===== src/rtl/uart_tx_arbiter_if.sv =====
// Byte-stream bundle between NUM_REQ requesters, the arbiter and one uart_tx sink.
// A byte moves on a cycle where valid and ready are both high; valid/data/last hold until then.
interface uart_tx_arbiter_if #(
  parameter int NUM_REQ = 4
);
  logic [NUM_REQ-1:0]   req_valid;
  logic [NUM_REQ*8-1:0] req_data;
  logic [NUM_REQ-1:0]   req_last;
  logic [NUM_REQ-1:0]   req_ready;
  logic [7:0]           tx_data;
  logic                 tx_valid;
  logic                 tx_ready;

  modport master (
    output req_valid, req_data, req_last, tx_ready,
    input  req_ready, tx_data, tx_valid
  );

  modport slave (
    input  req_valid, req_data, req_last, tx_ready,
    output req_ready, tx_data, tx_valid
  );
endinterface


===== src/rtl/uart_tx_arbiter.sv =====
// Round-robin, packet-locked arbiter sharing one UART transmitter among NUM_REQ requesters,
// with an idle watchdog that revokes a grant whose owner stops presenting bytes mid-packet.
module uart_tx_arbiter #(
  parameter int NUM_REQ         = 4,
  parameter int CLOCK_FREQUENCY = 50_000_000,
  parameter int BAUD_RATE       = 115200,
  parameter int IDLE_BYTES      = 4,
  localparam int ID_W           = $clog2(NUM_REQ)
) (
  input  logic               clk,
  input  logic               rst,
  uart_tx_arbiter_if.slave   bus,
  output logic [ID_W-1:0]    grant_id,
  output logic               busy,
  output logic               timeout,
  output logic               state_dbg
);

  localparam int TIMEOUT_CYCLES = IDLE_BYTES * 10 * (CLOCK_FREQUENCY / BAUD_RATE);
  localparam int CNT_W          = $clog2(TIMEOUT_CYCLES + 1);

  typedef enum logic {
    IDLE  = 1'b0,
    GRANT = 1'b1
  } state_t;

  state_t              state, state_n;
  logic [ID_W-1:0]     rr_ptr, rr_n, grant_n, pick, next_g;
  logic [CNT_W-1:0]    stall_cnt, stall_n;
  logic                timeout_n;
  logic                pick_any;
  logic [2*NUM_REQ-1:0] dbl;
  logic [NUM_REQ-1:0]  rot;
  logic [ID_W:0]       sum;
  logic                active, own_valid, own_last, hs;

  // Rotate the request vector so bit 0 is rr_ptr; the lowest set bit is the winner.
  always_comb begin
    dbl      = {bus.req_valid, bus.req_valid} >> rr_ptr;
    rot      = dbl[NUM_REQ-1:0];
    pick_any = |rot;
    sum      = {1'b0, rr_ptr};
    for (int j = NUM_REQ - 1; j >= 0; j--) begin
      if (rot[j]) sum = {1'b0, rr_ptr} + (ID_W+1)'(j);
    end
    if (sum >= (ID_W+1)'(NUM_REQ)) sum = sum - (ID_W+1)'(NUM_REQ);
    pick = sum[ID_W-1:0];
  end

  assign next_g    = (grant_id == ID_W'(NUM_REQ - 1)) ? '0 : grant_id + 1'b1;
  assign own_valid = bus.req_valid[grant_id];
  assign own_last  = bus.req_last[grant_id];

  // Reset masks the pass-through so nothing is accepted in a reset cycle.
  assign active        = (state == GRANT) && !rst;
  assign hs            = active && own_valid && bus.tx_ready;
  assign bus.tx_valid  = active && own_valid;
  assign bus.tx_data   = bus.req_data[{grant_id, 3'b000} +: 8];
  assign bus.req_ready = (active && bus.tx_ready) ? (NUM_REQ'(1) << grant_id) : '0;

  assign busy      = (state == GRANT);
  assign state_dbg = state;

  always_comb begin
    state_n   = state;
    grant_n   = grant_id;
    rr_n      = rr_ptr;
    stall_n   = stall_cnt;
    timeout_n = 1'b0;
    case (state)
      IDLE: begin
        if (pick_any) begin
          grant_n = pick;
          stall_n = '0;
          state_n = GRANT;
        end
      end
      GRANT: begin
        if (hs) begin
          stall_n = '0;
          if (own_last) begin
            state_n = IDLE;
            rr_n    = next_g;
          end
        end else if (!own_valid) begin
          // Only an absent owner ages the watchdog; UART backpressure holds it.
          if (stall_cnt == CNT_W'(TIMEOUT_CYCLES - 1)) begin
            state_n   = IDLE;
            rr_n      = next_g;
            stall_n   = '0;
            timeout_n = 1'b1;
          end else begin
            stall_n = stall_cnt + 1'b1;
          end
        end
      end
      default: state_n = IDLE;
    endcase
  end

  always_ff @(posedge clk) begin
    if (rst) begin
      state     <= IDLE;
      rr_ptr    <= '0;
      grant_id  <= '0;
      stall_cnt <= '0;
      timeout   <= 1'b0;
    end else begin
      state     <= state_n;
      rr_ptr    <= rr_n;
      grant_id  <= grant_n;
      stall_cnt <= stall_n;
      timeout   <= timeout_n;
    end
  end

endmodule


===== src/flat_wrapper.sv =====
// flat-port wrapper written by rule: the top's interface ports become plain ports
module uart_tx_arbiter_flat 
#(
  parameter int NUM_REQ         = 4,
  parameter int CLOCK_FREQUENCY = 50_000_000,
  parameter int BAUD_RATE       = 115200,
  parameter int IDLE_BYTES      = 4,
  localparam int ID_W           = $clog2(NUM_REQ)
)
  (clk, rst, grant_id, busy, timeout, state_dbg, bus_req_valid, bus_req_data, bus_req_last, bus_tx_ready, bus_req_ready, bus_tx_data, bus_tx_valid);
  uart_tx_arbiter_if #(.NUM_REQ(NUM_REQ)) bus_i ();
  input  logic clk;
  input  logic rst;
  output logic [ID_W-1:0] grant_id;
  output logic busy;
  output logic timeout;
  output logic state_dbg;
  input wire logic [$bits(bus_i.req_valid)-1:0] bus_req_valid;
  input wire logic [$bits(bus_i.req_data)-1:0] bus_req_data;
  input wire logic [$bits(bus_i.req_last)-1:0] bus_req_last;
  input wire logic [$bits(bus_i.tx_ready)-1:0] bus_tx_ready;
  output wire logic [$bits(bus_i.req_ready)-1:0] bus_req_ready;
  output wire logic [$bits(bus_i.tx_data)-1:0] bus_tx_data;
  output wire logic [$bits(bus_i.tx_valid)-1:0] bus_tx_valid;
  assign bus_i.req_valid = bus_req_valid;
  assign bus_i.req_data = bus_req_data;
  assign bus_i.req_last = bus_req_last;
  assign bus_i.tx_ready = bus_tx_ready;
  assign bus_req_ready = bus_i.req_ready;
  assign bus_tx_data = bus_i.tx_data;
  assign bus_tx_valid = bus_i.tx_valid;
  uart_tx_arbiter #(.NUM_REQ(NUM_REQ), .CLOCK_FREQUENCY(CLOCK_FREQUENCY), .BAUD_RATE(BAUD_RATE), .IDLE_BYTES(IDLE_BYTES)) u_core (.clk(clk), .rst(rst), .bus(bus_i), .grant_id(grant_id), .busy(busy), .timeout(timeout), .state_dbg(state_dbg));
endmodule

===== config.mk =====
export PLATFORM = sky130hd
export DESIGN_NAME = uart_tx_arbiter_flat
export DESIGN_NICKNAME = d
export VERILOG_FILES = /design/src/rtl/uart_tx_arbiter_if.sv /design/src/rtl/uart_tx_arbiter.sv /design/src/flat_wrapper.sv
export SDC_FILE = /design/constraint.sdc
export NUM_CORES = 1
export LEC_CHECK = 0
export ABC_AREA = 1
export BUFFER_PORTS_ARGS = -buffer_cell sky130_fd_sc_hd__buf_2
export CORE_MARGIN = 1
export CORE_UTILIZATION = 50
export DETAILED_ROUTE_END_ITERATION = 7
export PLACE_DENSITY_LB_ADDON = 0.25
export SLEW_MARGIN = 40
export SYNTH_ARGS = -nofsm -noshare
export SYNTH_HDL_FRONTEND = slang
export SYNTH_SLANG_ARGS = --single-unit

===== constraint.sdc =====
create_clock -name clk -period 1.6 [get_ports clk]
set_input_delay 0.32 -clock clk [delete_from_list [all_inputs] [get_ports clk]]
set_output_delay 0.32 -clock clk [all_outputs]
set_load 0.01 [all_outputs]

### Yosys cells after proc, flatten, opt, wreduce, memory -nomap -nowiden

Index checks and enable logic that the tools add are counted.

| operators by class | value |
|---|---|
| $add $sub $neg | 6 |
| multiply operators | 0 |
| divide/modulo/power cells | 0 |
| order comparisons | 2 |
| equal/unequal tests | 6 |
| shift-type cells | 3 |
| multiplexer cells | 27 |
| bitwise operators | 1 |
| reduce and logical (&&, ||, !) cells | 11 |

Operators with widths:

| cell | count |
|---|---|
| $mux W15 | 4 |
| $shiftx A32 B6 Y8 | 1 |
| $pmux W15 S2 | 1 |
| $add A15 B1 Y15 const B | 1 |
| $eq A15 B15 Y1 const B | 1 |
| $mux W2 | 6 |
| $mux W3 | 4 |
| $mux W1 | 8 |
| $reduce_or A4 Y1 | 2 |
| $shr A8 B2 Y4 | 1 |
| $add A2 B2 Y3 const B | 2 |
| $bmux W1 S2 | 2 |
| $logic_and A1 B1 Y1 | 4 |
| $mux W4 | 1 |
| $ne A2 B1 Y1 const B | 2 |
| $reduce_and A2 Y1 | 2 |
| $reduce_and A4 Y1 | 1 |
| $shl A1 B2 Y4 const A | 1 |
| $add A2 B1 Y3 const B | 1 |
| $ge A3 B3 Y1 const B | 1 |
| $lt A2 B3 Y1 const B | 1 |
| $ne A3 B3 Y1 const B | 1 |
| $add A2 B1 Y2 const B | 1 |
| $eq A2 B2 Y1 const B | 1 |
| 6 further kinds | 6 |

| storage, ports and cells | value |
|---|---|
| register bits | 21 |
| bits in latches | 0 |
| bits in writable memories | 0 |
| memory bits (read-only) | 0 |
| input bits | 43 |
| output and inout bits | 18 |
| memories kept | 0 |

### Longest topological paths before layout

Gate-level depths: netlist of the first run.

| logic depth | value |
|---|---|
| depth after elaboration | 7 |
| depth in mapped cells | 11 |
| depth with buffers taken out | 10 |

### Worst setup path after synthesis of the first run

Ideal clock, no wire load.

| path | value |
|---|---|
| path type | register -> output |
| from | register u_core.grant_id[0] |
| to | output port bus_req_ready[0] |
| arrival time | 1286 ps |
| required time | 1280 ps |
| slack | -6 ps |
| stages on the path, launching flop included | 7 |
| path through | dfxtp_1 -> inv_2 -> clkbuf_1 -> buf_2 -> ha_1 -> inv_1 -> nor2_1 |

| on the way | value |
|---|---|
| cells in the longest elaborated chain, start to end | 2 |

RTL lines:

| what | RTL line | source |
|---|---|---|
| start: declaration | uart_tx_arbiter.sv:13 | `output logic [ID_W-1:0] grant_id,` |
| start signal: assignment | uart_tx_arbiter.sv:111 | `grant_id <= grant_n;` |
| $shl A1 B2 Y4 | uart_tx_arbiter.sv:59 | `assign bus.req_ready = (active && bus.tx_ready) ? (NUM_REQ'(1) << grant_id) : '0;` |
| $mux W4 | uart_tx_arbiter.sv:59 |  |
| end: declaration | flat_wrapper.sv:22 | `output wire logic [$bits(bus_i.req_ready)-1:0] bus_req_ready;` |

No other way between the ends.

### Worst setup path after layout of the first run

| path | value |
|---|---|
| from | register u_core.grant_id[1] |
| to | output port bus_tx_data[2] |

| on the way | value |
|---|---|
| cells in the longest elaborated chain, start to end | 1 |

RTL lines:

| what | RTL line | source |
|---|---|---|
| $shiftx A32 B6 Y8 | uart_tx_arbiter.sv:58 | `assign bus.tx_data = bus.req_data[{grant_id, 3'b000} +: 8];` |
| end: declaration | flat_wrapper.sv:23 | `output wire logic [$bits(bus_i.tx_data)-1:0] bus_tx_data;` |

No other way between the ends.

==> out/metrics.cfg, run 1 <==
[outcome]
status = complete, no violations

[timing]
rsz0062_at_grt = true
fmax_mhz = 625.9
fin_ws_ns = 0.002325
finalCritPeriodShare_pct = 99.85
worstMarginPinSlew_ns = 0.3311
timing.final.crit_period_ns = 1.598
setup-violations-final = 0
holdWs_ns = 0.3629
hold_viol = 0
finClkSkew_ns = 0.006035
max-slew-margin-rel_pct = 77.88
drv_slew = 0

[clocking]
clkSinkCount = 21
clockBufferDepth = 2
cts_made_buffers = 3
path_clk_slew_ns = 0.08
clk_latency_ns = 0.26
root_buffer = clkbuf_8
tritoncts = done
htree_levels = 1

[placed_design]
gp_congestion = 0.9004
dp_hpwl_um = 3745
dpl-instance-area_um2 = 2246
numPortBuffers = 60
dp_slack_ns = 0.01979

[logic_synthesis]
synth_most_common_cell = nand2_1
synth_cell_types = 31
yosysTopAreaCell = dfxtp_1
synth-adder-area-share_pct = 3.281
yosys_register_bits = 21
synth-edff-count = 0
synth_compound_area_share_pct = 17.65
ys.flop_type = dfxtp_1
synth_area_leaders = dfxtp_1, nand2_1, nand3_1, o21ai_0, nor2_1
syn_nets = 352
synth.top_cells.by_count = nand2_1, nor2_1, nand3_1
ys_warn_count = 0
yosysSeqAreaShare_pct = 22.05
yosys.area_share.simple_pct = 43.37
synth_top_family_by_area = simple AND/OR/NAND/NOR gates
syn_avg_cell_area_um2 = 6.272
async_flop_share_pct = 0
syn_area_um2 = 1907
synth.top_cell.area_share_pct = 22.05
synthCells = 304
synth-xor-area-share_pct = 0.9186
synth_mux_area_share_pct = 0

[cells_and_area]
fillers = 328
multi_input_area_um2 = 1306
drive_gt1_share_pct = 34.85
antenna_cells = 0
nNetsFinal = 422
seqCellArea_um2 = 432.9
design_area_um2 = 2475
area_delta_synth_final_pct = 29.79

[global_route]
grt_max_degree = 20
grt.total_usage_pct = 24.96
overflow = 0
grt_pass1_vias = 1948
antenna_found_initial = 0
grt_pass1_wl_um = 8259

[routing]
drt_iter0_drc = 180
drc_errors = 0
via_per_inst = 5.257
drt-total-wl_um = 5237
ant_nets = 0
first_pass_iters = 4
post_drt_wl_per_cell_um = 12.44
num_vias = 2213

[floorplanning]
core_um2 = 3661
die_w_um = 63.76
fp.dieArea_um2 = 4065
io_pins = 61
die_h_um = 63.76
start_util_pct = 52.08
num_rows = 22

[power_and_ir_drop]
power.total_uw = 1454
cellPowerDensity_nw_per_um2 = 587.4
p_leak_uw = 0.001124
vdd_drop_max_uv = 358.3

[worst_setup_path]
rr_worst_depth = 10
r2r_setup_slack_ns = 0.10
crit_type = flop to primary output
path_max_fanout = 7
r2r_start = u_core.grant_id[0]$_SDFFE_PP0P_
r2r_end = u_core.stall_cnt[8]$_SDFFE_PP0P_
cp.arrival_ns = 1.28
critPathRequiredTime_ns = 1.28
startpoint_type = flop
cp-end-kind = primary output

[worst_hold_path]
hp-start = rst
holdCritPathClass = input pin to flop
hold_end = u_core.grant_id[1]$_SDFFE_PP0P_
whs_path_depth = 4

[flow_run]
maxCapViolCount = 0

## cells in the final DEF, fill, tap and decap left out, drive strengths merged, types with 2 or more instances in the layout
master,n
dfxtp,21
a21oi,16
o22ai,9
clkbuf,4
and2,2
xor2,2
inv,35
o21ai,31
buf,76
nand4,6
nor2,44
nor3,5
ha,5
nand2,71
nand3,42
## final cells by class
cell class	count	share of cell area, %
multi-input cells	236	52.78
inverters	35	5.814
well taps	48	2.427
clock buffers	3	1.668
clock inverters	1	0.2022
flip-flops and latches	21	17.49
repair buffers	77	19.62
## sequential cells by signal, indices dropped and copies added, names as in the netlist
signal	count
u_core.busy	1
u_core.rr_ptr	2
u_core.stall_cnt	15
u_core.timeout	1
u_core.grant_id	2
## worst max-delay path: stages, from the launching register on
cell and delay (ns):
dfxtp_4 0.37, inv_4 0.06, buf_6 0.12, buf_6 0.12, o21ai_1 0.07, o22ai_1 0.11, buf_2 0.16
## worst max path at each step
stage / startpoint / endpoint / slack (ns) / cells after the start
final: u_core.grant_id[1]$_SDFFE_PP0P_ / bus_tx_data[2] / 0.002 / 6
after global routing: u_core.grant_id[0]$_SDFFE_PP0P_ / bus_tx_data[2] / -0.06 / 5
after CTS: u_core.grant_id[0]$_SDFFE_PP0P_ / bus_req_ready[0] / -0.002 / 6
after detailed placement: u_core.stall_cnt[0]$_SDFFE_PP0P_ / u_core.stall_cnt[4]$_SDFFE_PP0P_ / 0.02 / 8
after global placement: u_core.stall_cnt[0]$_SDFFE_PP0P_ / u_core.stall_cnt[4]$_SDFFE_PP0P_ / 0.09 / 8
after floorplan: u_core.grant_id[0]$_SDFFE_PP0P_ / bus_req_ready[0] / 0.04 / 6
## cells by family after synthesis
group           after synthesis
buf+inv                      48
fa+ha+maj                     5
flops                        21
simple gates                171
compound gates               57
xor+xnor                      2
## where the power goes
group	leakage [µW]	total (µW)	internal (µW)	switching, µW
Clock	0.0000255	348	174	174
Combinational	0.000926	547	241	306
Sequential	0.000173	559	537	22.3
Total	0.00112	1450	951	502
## timing repair
item	in CTS	in global routing
setup endpoints to repair	13	32
pin swaps	0	3
gates cloned	0	2
setup buffers	0	5
gates resized for setup	6	39
hold buffers	0	0
## routing by layer
| layer | global-route usage, % | wire length, µm | share of wire (%) | up-vias |
|---|---|---|---|---|
| li1 | - | - | - | 1142 |
| met1 | 30.59 | 2364 | 45 | 990 |
| met2 | 45.35 | 2533 | 48 | 76 |
| met3 | 2.857 | 284 | 5.4 | 5 |
| met4 | 7.102 | 55 | 1.1 | 0 |
| met5 | 0 | 0 | 0 | - |
## through the flow
stage | cells | util [%] | setup TNS (ns)
3_5_place_dp | 410 | 61.35 | 0
3_3_place_gp | 410 | 61.35 | 0
2_1_floorplan | 304 | - | 0
4_1_cts | 414 | 62.92 | -0.002486
6_report | 421 | 67.60 | 0
5_1_grt | 421 | 67.60 | -0.4203
Power figures use the tool's default switching activity.
==> run 2: changes to the inputs <==
Settings changed: CORE_UTILIZATION 50 to 40.
==> run 2 against run 1 <==
Global-route usage fell by 4.4 points. Register-to-register slack improved by 0.04 ns. Design area is 2.0% lower. Power down 2.4%. Clock power grew 1%. Final cell count is 1.2% higher. Via count fell by 2.6%. Combinational power down 6.8%. Utilization decreased by 13 points. The run now ends with DRC left. Setup slack improved by 0.039 ns. Worst hold slack improved by 0.021 ns. Highest routed layer unchanged.
==> out/metrics.cfg, run 2 (same netlist as run 1, synthesis figures left out) <==
[outcome]
status = complete, but fails checks
violations = DRC

[timing]
hold_viol = 0
finalCritPeriodShare_pct = 97.39
setup-violations-final = 0
holdWs_ns = 0.3836
fin_ws_ns = 0.04171
tns_ns = 0
fmax_mhz = 641.7
rsz0062_at_grt = true
finClkSkew_ns = 0.001861
timing.final.crit_period_ns = 1.558
worstMarginPinSlew_ns = 0.3123
max-slew-margin-rel_pct = 79.13
drv_slew = 0

[routing]
drc_errors = 6
via_per_inst = 5.059
num_vias = 2155
drt-total-wl_um = 5009
drt_iter0_drc = 110
first_pass_iters = 7
post_drt_wl_per_cell_um = 11.76
ant_nets = 0

[power_and_ir_drop]
vdd_drop_max_uv = 637.3
p_leak_uw = 0.001115
power.total_uw = 1419
cellPowerDensity_nw_per_um2 = 585.0

[floorplanning]
core_um2 = 4474
die_h_um = 71.05
start_util_pct = 42.62
fp.dieArea_um2 = 5047
num_rows = 24
io_pins = 61
die_w_um = 71.05

[worst_setup_path]
crit_path_max_incr_delay_ns = 0.40
crit_type = flop to primary output
critPathRequiredTime_ns = 1.28
path_max_fanout = 12
path_cells = buf_8 > ha_1 > inv_1 > nor2_1 > buf_2
startpoint_type = flop
cp-end-kind = primary output
cp.arrival_ns = 1.24
cp_slowest_cell = dfxtp_4

[cells_and_area]
top_regs = u_core.stall_cnt: 15 flops, u_core.grant_id: 2 flops, u_core.rr_ptr: 2 flops
drive_gt1_share_pct = 33.16
nNetsFinal = 423
final_common_cell = nand2_1
regMostFlops = u_core.stall_cnt
antenna_cells = 0
area_delta_synth_final_pct = 27.17
fillers = 457
layout.cells.non_filler = 426
layout_common_cells = nand2_1, buf_2, nor2_1, nand3_1, inv_1
largest_reg_flops = 15

[clocking]
clk_latency_ns = 0.26
cts_made_buffers = 3
clkSinkCount = 21
clockBufferDepth = 2
tritoncts = done
root_buffer = clkbuf_8
htree_levels = 1
path_clk_slew_ns = 0.08
cts-hold-fix-buffers = 0

[global_route]
antenna_found_initial = 0
grt_pass1_vias = 2048
grt_pass1_wl_um = 8493
overflow = 0
grt_max_degree = 20
grt.total_usage_pct = 20.53

[placed_design]
dp_slack_ns = 0.07549
numPortBuffers = 60
gp_congestion = 0.9437
dp_hpwl_um = 3789
dp_cells = 417

[worst_hold_path]
holdCritPathClass = input pin to flop

[flow_run]
maxCapViolCount = 0

[run 2: cell types whose count changed in the layout (fill, tap and decap cells not counted), sizes merged]
cell | before | now
clkinv | 1 | 0
buf | 76 | 78
[run 2: final timing paths]
kind | start | to | slack (ns) | depth (start not counted)
worst max-delay path | u_core.grant_id[0]$_SDFFE_PP0P_ | bus_req_ready[3] | 0.04 | 5
worst max register to register | u_core.stall_cnt[0]$_SDFFE_PP0P_ | u_core.stall_cnt[12]$_SDFFE_PP0P_ | 0.14 | 8
worst min register to register | u_core.stall_cnt[1]$_SDFFE_PP0P_ | u_core.stall_cnt[1]$_SDFFE_PP0P_ | 0.53 | 2
worst min-delay path | rst | u_core.timeout$_SDFF_PP0_ | 0.38 | 4
[run 2: per-layer routing]
layer  global-route usage (%)  vias up  part of all wire [%]
li1                         -     1146                     -
met1                    23.51      951                    45
met2                    37.61       52                    49
met3                    4.843        6                   5.0
met4                    6.444        0                  0.98
met5                        0        -                     0
[run 2: what timing repair did]
action	4_1_cts	5_1_grt
resized for setup	4	26
setup endpoints to repair	12	29
gates cloned	0	2
pin swaps	0	2
setup buffers	1	2
[run 2: critical path, delay by kind of cell, from the launching register on]
family / cells / cell delay, ns
buffers and inverters: 3 / 0.33
AND/OR/NAND/NOR: 1 / 0.10
flip-flops: 1 / 0.40
adder cells (fa/ha/maj): 1 / 0.14
[run 2: power breakdown]
part / internal (µW) / leakage, µW / switching [µW]
combinational: 221 / 0.000920 / 289
sequential: 536 / 0.000172 / 19.9
clock: 178 / 0.0000228 / 175
total: 934 / 0.00111 / 484
[run 2: layout make-up]
| cell class | instances | area (µm²) | area share, % |
|---|---|---|---|
| Tap cell | 52 | 65.06 | 2.683 |
| Clock buffer | 4 | 45.04 | 1.858 |
| Multi-Input combinational cell | 236 | 1279 | 52.73 |
| Timing Repair Buffer | 78 | 460.4 | 18.99 |
| Inverter | 35 | 146.4 | 6.037 |
| Sequential cell | 21 | 429.2 | 17.70 |
[run 2: through the flow]
| step | instance area (µm²) | util, % |
|---|---|---|
| 2_1_floorplan | 1909 | - |
| 3_3_place_gp | 2273 | 50.81 |
| 3_5_place_dp | 2273 | 50.81 |
| 4_1_cts | 2332 | 52.13 |
| 5_1_grt | 2425 | 54.19 |
| 6_report | 2425 | 54.19 |
==> run 3: changes to the inputs <==
Settings changed: CORE_MARGIN 1 to 3, GPL_TIMING_DRIVEN from default to 0, SETUP_SLACK_MARGIN from default to 0.5.
==> run 3 against run 2 <==
The run ends with setup timing left. Setup slack worse by 0.14 ns. Clock power hardly changed. Final cell count is 8.2% higher. Worst hold slack worse by 0.14 ns. Design area is 36% higher. Flip-flop and latch count stayed put. Register-to-register slack worse by 0.15 ns. Sequential share of layout area is 4.2 points lower. Wire length is 54% higher. Sequential power hardly changed. Highest routed layer unchanged.
==> out/metrics.cfg, run 3 (same netlist as run 1, synthesis figures left out) <==
[outcome]
status = complete, but fails checks
violations = setup timing

[worst_setup_path]
cpMostUsedCell = buf_8
path_buf_inv = 5
r2r_setup_slack_ns = -0.01
r2r_start = u_core.grant_id[0]$_SDFFE_PP0P_
r2r_end = u_core.stall_cnt[8]$_SDFFE_PP0P_
critPathRequiredTime_ns = 1.28
cp.arrival_ns = 1.37
crit_type = flop to primary output
cp_slowest_cell = dfxtp_4
path_max_fanout = 6
startpoint_type = flop
crit_path_max_incr_delay_ns = 0.37
path_cells = inv_4 > buf_8 > buf_8 > ha_4 > inv_2 > nor2_2 > buf_2
cp-end-kind = primary output
rr_worst_depth = 13
critPathTopFamily = buffers and inverters

[clocking]
cts-hold-fix-buffers = 0
clk_latency_ns = 0.26
clkSinkCount = 21
tritoncts = done
htree_levels = 1
cts_made_buffers = 3
root_buffer = clkbuf_8
path_clk_slew_ns = 0.08
clockBufferDepth = 2

[timing]
setup-violations-final = 11
hold_viol = 0
finClkSkew_ns = 0.002628
finalCritPeriodShare_pct = 105.9
holdWs_ns = 0.2476
timing.final.crit_period_ns = 1.694
worstMarginPinSlew_ns = 0.5708
fmax_mhz = 590.2
rsz0062_at_grt = true
max-slew-margin-rel_pct = 61.94
tns_ns = -0.4561
fin_ws_ns = -0.09449
drv_slew = 0

[worst_hold_path]
hp-start = rst
hold_end = u_core.stall_cnt[2]$_SDFFE_PP0P_
holdCritPathClass = input pin to flop
whs_path_depth = 2

[floorplanning]
die_h_um = 75.05
start_util_pct = 42.62
num_rows = 24
fp.dieArea_um2 = 5632
die_w_um = 75.05
core_um2 = 4474
io_pins = 61

[placed_design]
numPortBuffers = 59
dp_cells = 415
gp_congestion = 0.8896
dp_hpwl_um = 4003

[global_route]
grtUsageMet1_pct = 25.71
antenna_found_initial = 0
busiest_layer = met2
grt_max_degree = 13
grt_pass1_vias = 2323
grt_pass1_wl_um = 10270
overflow = 0
use_met3_pct = 2.937
grt.total_usage_pct = 23.39
met2_usage_pct = 44.87

[cells_and_area]
drive_gt1_share_pct = 57.46
multi_input_area_um2 = 1622
layout.cells.non_filler = 461
top_regs = u_core.stall_cnt: 15 flops, u_core.grant_id: 2 flops, u_core.rr_ptr: 2 flops
fillers = 315
seqCellArea_um2 = 442.9
regMostFlops = u_core.stall_cnt
final_common_cell = buf_2
nNetsFinal = 458
layout_common_cells = buf_2, nand2_1, nand3_1, buf_4, nor2_1
area_delta_synth_final_pct = 72.38
largest_reg_flops = 15
antenna_cells = 0

[routing]
drc_errors = 0
via_per_inst = 5.443
ant_nets = 0
first_pass_iters = 4
drt_iter0_drc = 176
drt-total-wl_um = 7700
post_drt_wl_per_cell_um = 16.70
num_vias = 2509

[power_and_ir_drop]
vdd_drop_max_uv = 278.2
cellPowerDensity_nw_per_um2 = 568.8
p_leak_uw = 0.001437

[flow_run]
maxCapViolCount = 0

-- run 3: report_power, final --
| group | internal, µW | switching (µW) |
|---|---|---|
| registers | 536 | 19.9 |
| clock network | 174 | 180 |
| logic | 482 | 478 |
-- run 3: layer usage --
metal	up-vias	share of wire, %
li1	1217	-
met1	1164	38
met2	112	55
met3	16	5.9
met4	0	1.9
met5	-	0
-- run 3: final cells by class --
class                           instances  area share [%]
Clock buffer                            3           1.256
Multi-Input combinational cell        235           49.33
Timing Repair Buffer                  101           23.52
Buffer                                 13           5.596
Clock inverter                          1          0.1523
Inverter                               35           4.682
Sequential cell                        21           13.48
Tap cell                               52           1.979
-- run 3: how the worst max path moves through the flow --
stage,end,start,cells past startpoint
floorplan,u_core.stall_cnt[14]$_SDFFE_PP0P_,u_core.grant_id[0]$_SDFFE_PP0P_,11
global placement,u_core.stall_cnt[1]$_SDFFE_PP0P_,bus_req_valid[1],10
detailed placement,u_core.stall_cnt[1]$_SDFFE_PP0P_,bus_req_valid[1],10
CTS,bus_req_ready[0],u_core.grant_id[0]$_SDFFE_PP0P_,7
global route,bus_req_ready[2],u_core.grant_id[0]$_SDFFE_PP0P_,7
finish,bus_req_ready[2],u_core.grant_id[0]$_SDFFE_PP0P_,7
-- run 3: timing repair --
item	CTS	global route
pin swaps	9	15
setup buffers	27	10
gates cloned	3	2
setup endpoints to repair	37	38
resized for setup	75	56
-- run 3: worst register-to-register path: cells and delay by family, from the launching register on --
kind,cells,cell delay [ns]
simple gates,7,0.56
buf+inv,5,0.48
flops,1,0.38
compound gates,1,0.13
-- run 3: through the flow --
step / cell area, µm² / setup WS (ns) / util (%) / power [µW]
floorplan: 2044 / 0.2704 / - / 937.1
global placement: 2405 / 0.08874 / 53.75 / 1101
detailed placement: 2405 / 0.08759 / 53.75 / 1109
CTS: 2967 / -0.03667 / 66.30 / 1697
global route: 3287 / -0.1454 / 73.46 / 1958
finish: 3287 / -0.09449 / 73.46 / 1870
